===== src/rtl/mod997_pkg.sv =====
// Shared types and constants for the mod-997 multiplier datapath.
package mod997_pkg;

  localparam int unsigned RES_W = 10;
  localparam logic [RES_W-1:0] MOD_997 = 10'd997;

  typedef enum logic [1:0] {
    IDLE  = 2'd0,
    ACCUM = 2'd1,
    DONE  = 2'd2
  } acc_state_t;

  // Fold a raw RES_W-bit value into [0, MOD_997) with one conditional subtract.
  function automatic logic [RES_W-1:0] reduce_once(input logic [RES_W-1:0] x);
    return (x >= MOD_997) ? RES_W'(x - MOD_997) : x;
  endfunction

endpackage


===== src/rtl/mod997_add.sv =====
// Combinational modular adder; both operands must already be < MOD.
module mod997_add #(
  parameter int unsigned W   = 10,
  parameter int unsigned MOD = 997
) (
  input  logic [W-1:0] a,
  input  logic [W-1:0] b,
  output logic [W-1:0] sum_c
);

  localparam logic [W:0] MOD_S = (W+1)'(MOD);

  logic [W:0] s;

  // Carry-preserving sum followed by a single conditional subtract.
  always_comb begin
    s     = {1'b0, a} + {1'b0, b};
    sum_c = (s >= MOD_S) ? W'(s - MOD_S) : W'(s);
  end

endmodule


===== src/rtl/mod997_term_accumulator.sv =====
// Reduction tail of the digit-serial mod-997 multiplier: sums TERMS residues mod MOD.
module mod997_term_accumulator
  import mod997_pkg::*;
#(
  parameter int unsigned MOD   = 32'(MOD_997),
  parameter int unsigned W     = RES_W,
  parameter int unsigned TERMS = 16
) (
  input  logic         clk,
  input  logic         rst_n,
  input  logic         start,
  input  logic         in_valid,
  output logic         in_ready,
  input  logic [W-1:0] in_term,
  output logic         out_valid,
  input  logic         out_ready,
  output logic [W-1:0] out_res,
  output logic         out_err,
  output logic         busy
);

  localparam int unsigned CNT_W = $clog2(TERMS + 1);
  localparam logic [W-1:0]     MOD_W    = W'(MOD);
  localparam logic [CNT_W-1:0] CNT_LAST = CNT_W'(TERMS - 1);

  acc_state_t       state, state_d;
  logic [W-1:0]     acc, acc_d;
  logic [CNT_W-1:0] cnt, cnt_d;
  logic             err, err_d;
  logic [W-1:0]     out_res_d;
  logic             out_err_d;
  logic             term_oor;
  logic [W-1:0]     term_red;
  logic [W-1:0]     sum_c;

  // Fold an out-of-range term back into [0, MOD) before it reaches the adder.
  always_comb begin
    term_oor = (in_term >= MOD_W);
    term_red = term_oor ? W'(in_term - MOD_W) : in_term;
  end

  mod997_add #(
    .W   (W),
    .MOD (MOD)
  ) u_add (
    .a     (acc),
    .b     (term_red),
    .sum_c (sum_c)
  );

  // Next-state, datapath and result-capture logic.
  always_comb begin
    state_d   = state;
    acc_d     = acc;
    cnt_d     = cnt;
    err_d     = err;
    out_res_d = out_res;
    out_err_d = out_err;
    case (state)
      IDLE: begin
        if (start) begin
          state_d = ACCUM;
          acc_d   = '0;
          cnt_d   = '0;
          err_d   = 1'b0;
        end
      end
      ACCUM: begin
        if (in_valid) begin
          acc_d = sum_c;
          cnt_d = cnt + CNT_W'(1);
          err_d = err | term_oor;
          if (cnt == CNT_LAST) begin
            state_d   = DONE;
            out_res_d = sum_c;
            out_err_d = err | term_oor;
          end
        end
      end
      DONE: begin
        if (out_ready) begin
          state_d = IDLE;
        end
      end
      default: state_d = IDLE;
    endcase
  end

  // State, datapath and registered handshake outputs; reset clears everything at once.
  always_ff @(posedge clk or negedge rst_n) begin
    if (!rst_n) begin
      state     <= IDLE;
      acc       <= '0;
      cnt       <= '0;
      err       <= 1'b0;
      out_res   <= '0;
      out_err   <= 1'b0;
      in_ready  <= 1'b0;
      out_valid <= 1'b0;
      busy      <= 1'b0;
    end else begin
      state     <= state_d;
      acc       <= acc_d;
      cnt       <= cnt_d;
      err       <= err_d;
      out_res   <= out_res_d;
      out_err   <= out_err_d;
      in_ready  <= (state_d == ACCUM);
      out_valid <= (state_d == DONE);
      busy      <= (state_d != IDLE);
    end
  end

endmodule


===== config.mk =====
export PLATFORM = sky130hd
export DESIGN_NAME = mod997_term_accumulator
export DESIGN_NICKNAME = d
export VERILOG_FILES = /design/src/rtl/mod997_pkg.sv /design/src/rtl/mod997_add.sv /design/src/rtl/mod997_term_accumulator.sv
export SDC_FILE = /design/constraint.sdc
export NUM_CORES = 1
export LEC_CHECK = 0
export CAP_MARGIN = 10
export CORE_AREA = 2 2 61 78
export DETAILED_ROUTE_END_ITERATION = 10
export DIE_AREA = 0 0 63 80
export PLACE_DENSITY = 0.82
export SLEW_MARGIN = 10
export SYNTH_ARGS = -nofsm -noshare
export SYNTH_HDL_FRONTEND = slang
export SYNTH_SLANG_ARGS = --single-unit
export TNS_END_PERCENT = 30

===== constraint.sdc =====
create_clock -name clk -period 3.35 [get_ports clk]
set_clock_uncertainty 0.15 [all_clocks]
set_input_delay 0.67 -clock clk [delete_from_list [all_inputs] [get_ports clk]]
set_output_delay 0.67 -clock clk [all_outputs]
set_load 0.05 [all_outputs]

==> impl_results.md, run 1 <==
* Placed Cells at 399
* Mux share of post-synthesis cell area at 0.0128
* Seq cells post-synth at 32
* CTS Buf Count at 5
* Hold Slack at 0.334 ns
* Clk sinks at 32
* Worst skew pair latency at 0.29 ns
* Post-synth top flop: dfrtp_1
* Core Footprint at 4290 sq um
* Die W at 63 um
* Pins Over Slew Limit at 0
* Power per cell area at 1160 nW/um^2
* Pin count of the biggest net entering global routing at 33
* PortBufs at 28
* Synth cell types at 57
* Most frequent cells in the layout: buf_4 (60), nand2_1 (32), dfrtp_1 (32)
* Critical path data arrival time at 3.90 ns
* Hold-fix buffers, CTS at 0
* YS warnings at 0
* Pre-CTS setup slack at -1.40 ns
* Initial Util at 0.545
* Hpwl dp at 4510 um
* Post-synthesis compound-gate area fraction at 0.218
* DRT iter0 DRCs at 272
* Syn Nets at 298
* Syn_area_per_cell at 8.82 sq um
* WL/cell at 16.3 um
* Max frequency at 256 MHz
* P&R area growth vs syn at 48.2%
* Vias in the first global route at 2,412
* Critical Path Fanout Max at 7
* Worst setup EP type: flip-flop
* Drt drc at 0
* Die Ht at 80 um
* Area of the mapped netlist at 2340 sq um
* Largest family of logic cells by synthesized area: simple AND/OR/NAND/NOR gates
* # diodes at 0
* CP Cell Sequence: buf_12 > inv_12 > ha_4 > inv_2 > o21ai_2 > a21oi_4 > xnor2_1 > ha_2 > inv_2 > fa_2 > and3b_2 > o221a_4 > o211ai_1 > nor4_4 > buf_4 > buf_6 > buf_6 > o211ai_1 > o22ai_2 > o21ai_0
* Final WL at 6770 um
* Max cap viols at 0
* Crit path required time at 3.35 ns
* HP Class: reg -> reg
* Synth async-reset ratio at 1.00
* Root Buffer: clkbuf_8
* First-pass GRT wire length at 10,800 um
* Worst slew pin tran at 1.02 ns
* Final WS setup at -0.551 ns
* Post-synthesis xor/xnor area fraction at 0.0519
* CP Launch Type: primary input
* Ports at 29
* Max VDD drop at 596 uV
* DRT Pass-1 Iters at 5
* Initial antenna violation count at 0
* DR vias at 2,487
* RSZ-0062 raised after global routing: true
* Leakage power at 1.57 nW
* Final Hold Viols at 0
* Total GRT Usage at 0.274
* Reg2reg setup slack at 0.22 ns
* Fraction of layout instances using a drive strength above 1 at 0.320
* Die area at 5040 sq um
* Final setup violation count at 20
* Status: finished with violations
* Antenna viol nets, final at 0
* Most common cell after layout, fill and taps aside: buf_4
* Max-Slew Margin vs Limit at 0.319
* Critical path class: in -> reg
* Layout Nets at 388
* Non-filler cells, final at 414
* Vias per cell at 6.01
* Filler cells at 265
* CTS tree: built
* Slowest cell delay on critical path at 0.43 ns
* Failing checks: negative setup slack
* Mapped Cells at 265
* Reg clk slew, reported paths at 0.07 ns
* Global route overflow at 0
* Fin crit period at 3.90 ns
* Deepest clock path buffer count at 2
* Synth Area in Simple Gates at 0.238
* Fin crit share at 1.16
* Post-synth EDFFs at 0
* Fraction of the mapped netlist area in adder cells at 0.0996
* Placer Congestion at 0.863
* H-tree depth at 2
* Seq/Total Area, Yosys at 0.343
* CP max-delay cell: nor4_4
* Rows at 27
* Core Util, Final at 0.808
## synthesized netlist by cell type, types with 3 or more instances
cell | count | area [sq um]
nor2_1 | 19 | 71.3
dfrtp_1 | 32 | 801
nor3_1 | 4 | 20.0
clkbuf_1 | 5 | 18.8
or3_1 | 3 | 18.8
or2_2 | 4 | 25.0
o21ai_0 | 23 | 115
nand2_1 | 32 | 120
inv_1 | 12 | 45.0
ha_1 | 17 | 213
or4_1 | 5 | 37.5
nand3_1 | 14 | 70.1
and3_1 | 4 | 25.0
o211ai_1 | 3 | 22.5
and2_1 | 6 | 37.5
a31oi_1 | 6 | 37.5
xor2_1 | 4 | 35.0
a32oi_1 | 3 | 26.3
xnor2_1 | 8 | 70.1
nor2b_1 | 3 | 18.8
a21oi_1 | 10 | 50.1
mux2i_1 | 3 | 30.0
nand4_1 | 3 | 18.8
## worst max-delay path, delay by kind of cell
family / cells / cell delay (ns)
compound gates: 7 / 1.07
simple gates: 2 / 0.70
fa+ha+maj: 3 / 0.67
buf+inv: 7 / 0.61
xor+xnor: 1 / 0.19
## what timing repair did
action,4_1_cts,5_1_grt
pin swaps,20,11
setup endpoints to repair,20,20
gates resized for setup,44,10
hold endpoints to repair,0,0
setup buffers,4,2
cloned,1,0
## cells by family after synthesis
logic type	count (synthesis)
multiplexers	3
buffers and inverters	21
AND/OR/NAND/NOR	107
flip-flops	32
adder cells (fa/ha/maj)	18
AO/OA/AOI/OAI	71
XOR/XNOR	13
## metal layers
metal / GRT usage / part of all wire
met1: 0.302 / 0.38
met2: 0.500 / 0.50
met3: 0.0451 / 0.072
met4: 0.147 / 0.040
met5: 0 / 0
## through the flow
stage | total power [mW] | instance area (sq um) | setup TNS, ns
final | 4.03 | 3460 | -9.60
after global placement | 3.13 | 3160 | -22.99
after floorplan | 2.16 | 2410 | -8.56
after CTS | 3.86 | 3410 | -6.39
after global routing | 4.26 | 3460 | -12.05
after detailed placement | 3.23 | 3160 | -25.54
## sequential cells by signal, indices dropped and copies added, names as in the netlist
register and count:
acc 10, busy 1, cnt 5, err 1, in_ready 1, out_err 1, out_res 10, out_valid 1
state 2
## area by class of cell
type                            count  area (sq um)  share of cell area
Sequential cell                    32           801               0.231
Timing Repair Buffer               92           805               0.232
Clock inverter                      1          30.0             0.00867
Multi-Input combinational cell    212          1600               0.461
Tap cell                           58          72.6              0.0209
Inverter                           12          62.6              0.0181
Clock buffer                        7          96.3              0.0278
## power breakdown
group	internal, mW	total (mW)	switching [mW]
registers	0.548	0.670	0.122
clock network	0.263	0.416	0.153
logic	1.39	2.95	1.56
## final timing paths
kind	from	to	cells after the start
worst min register to register	out_res[1]	out_res[1]	2
worst min-delay path	out_res[1]	out_res[1]	2
worst max register to register	acc[0]	out_res[8]	14
min in group asynchronous	rst_n	cnt[4]	2
worst max-delay path	in_term[1]	out_res[8]	20
max in group asynchronous	rst_n	acc[5]	2
Note: power is estimated with default switching activity, not from simulation.
==> run 2: changes to the inputs <==
Settings changed: RECOVER_POWER from default to 50.
==> impl_results.md, run 2 (synthesis gave the netlist of run 1 again) <==
* Status: finished with violations
* Failing checks: max-capacitance violations, max-slew violations, negative setup slack
* Die area at 5040 sq um
* Die W at 63 um
* Post-DP Area at 3160 sq um
* Non-filler cells, final at 414
* First-pass GRT wire length at 10,800 um
* P&R area growth vs syn at 48.1%
* Placer Congestion at 0.863
* CP max-delay cell: nor4_4
* Slowest cell delay on critical path at 0.43 ns
* Family with the most delay on the worst path: compound AO/OA/AOI/OAI gates
* Hpwl dp at 4510 um
* Core Footprint at 4290 sq um
* CP Launch Type: primary input
* Most common cell after layout, fill and taps aside: buf_4
* DRT Pass-1 Iters at 5
* Global route overflow at 0
* Placed Cells at 399
* Fin crit period at 3.92 ns
* Ports at 29
* RSZ-0062 raised after global routing: true
* Fraction of layout instances using a drive strength above 1 at 0.317
* Critical path class: in -> reg
* Leakage power at 1.57 nW
* Layout Nets at 388
* Final Hold Viols at 0
* Initial Util at 0.545
* Filler cells at 267
* CP Cell Sequence: buf_12 > inv_12 > ha_4 > inv_2 > o21ai_2 > a21oi_4 > xnor2_1 > ha_2 > inv_2 > fa_2 > and3b_2 > o221a_4 > o211ai_1 > nor4_4 > buf_4 > buf_6 > buf_6 > o211ai_1 > o22ai_2 > o21ai_0
* Registers with the most flip-flops: acc x10, out_res x10, cnt x5
* Vias in the first global route at 2,412
* HP Class: reg -> reg
* Reg2reg setup slack at 0.21 ns
* Max-Slew Margin vs Limit at -0.144
* CP bufs+invs at 7
* Die Ht at 80 um
* Critical Path Fanout Max at 7
* Final setup violation count at 20
* # diodes at 0
* Drt drc at 0
* Pre-CTS setup slack at -1.40 ns
* Hold-fix buffers, CTS at 0
* Worst skew pair latency at 0.29 ns
* CTS tree: built
* Reg clk slew, reported paths at 0.07 ns
* WL/cell at 16.4 um
* Pins Over Slew Limit at 33
* Initial antenna violation count at 0
* Max frequency at 255 MHz
* Rows at 27
* Antenna viol nets, final at 0
* Deepest clock path buffer count at 2
* Root Buffer: clkbuf_8
* PortBufs at 28
* Max VDD drop at 600 uV
* Fin crit share at 1.17
* Max cap viols at 1
* Clk sinks at 32
* Total power at 4.04 mW
* Critical path data arrival time at 3.91 ns
* CTS Buf Count at 5
* Power per cell area at 1170 nW/um^2
* Most frequent cells in the layout: buf_4 (59), nand2_1 (32), dfrtp_1 (32)
* Worst setup EP type: flip-flop
* Pin count of the biggest net entering global routing at 33
* DR vias at 2,471
* Final WL at 6770 um
* Total GRT Usage at 0.274
* H-tree depth at 2
* Final instance area at 3460 sq um
* DRT iter0 DRCs at 258
* Worst slew pin tran at 1.72 ns
* Final WS setup at -0.569 ns
* Crit path required time at 3.35 ns
* Vias per cell at 5.97
* Setup TNS at -9.61 ns
-- run 2: changes by cell type in the layout (fill, tap and decap cells not counted), sizes merged --
cell	delta
buf	-1
clkbuf	+1
clkdlybuf4s50	-1
dlygate4sd3	+1
-- run 2: worst register-to-register path, stage by stage, from the launching register on --
cell and delay, ns:
dfrtp_1 0.39, ha_2 0.19, inv_2 0.05, fa_2 0.18
and3b_2 0.23, buf_4 0.14, o2111ai_2 0.20, o211ai_1 0.20
nor4_4 0.43, buf_4 0.19, buf_6 0.09, buf_6 0.09
o211ai_1 0.13, o22ai_2 0.23, o21ai_0 0.10
-- run 2: per-stage QoR --
stage           util  hold slack [ns]
6_report       0.807            0.334
5_1_grt        0.807            0.374
4_1_cts        0.796            0.332
3_5_place_dp   0.737            0.318
3_3_place_gp   0.737            0.302
2_1_floorplan      -            0.224
-- run 2: path summary, 6_finish.rpt --
check                      cells after the start          to  startpoint
max in group asynchronous                      2  out_res[7]       rst_n
hold reg to reg                                2  out_res[1]  out_res[1]
setup / recovery                              20  out_res[8]  in_term[1]
min in group asynchronous                      2      cnt[4]       rst_n
setup reg to reg                              14  out_res[8]      acc[0]
hold / removal                                 2  out_res[1]  out_res[1]
-- run 2: report_power, final --
part / switching (mW) / internal (mW) / total, mW / leakage, nW
sequential: 0.123 / 0.548 / 0.671 / 0.397
clock: 0.151 / 0.262 / 0.414 / 0.0645
combinational: 1.56 / 1.39 / 2.95 / 1.11
total: 1.84 / 2.20 / 4.04 / 1.57
-- run 2: layout make-up --
cell class                      count  area (sq um)  share of cell area
Inverter                           12          62.6              0.0181
Multi-Input combinational cell    212          1600               0.462
Clock inverter                      1          30.0             0.00868
Sequential cell                    32           801               0.231
Clock buffer                        7          96.3              0.0278
Timing Repair Buffer               92           801               0.231
Tap cell                           58          72.6              0.0210
-- run 2: metal layers --
metal	up-vias	part of all wire	global-route usage
li1	1149	-	-
met1	1169	0.39	0.302
met2	128	0.51	0.500
met3	25	0.062	0.0451
met4	0	0.036	0.147
met5	-	0	0
-- run 2: what timing repair did --
item                                   CTS  global route
cloned                                   1             0
setup endpoints to repair               20            20
endpoints found under the hold margin    0             0
gates resized for setup                 44            10
pin swaps                               20            11
setup buffers                            4             2
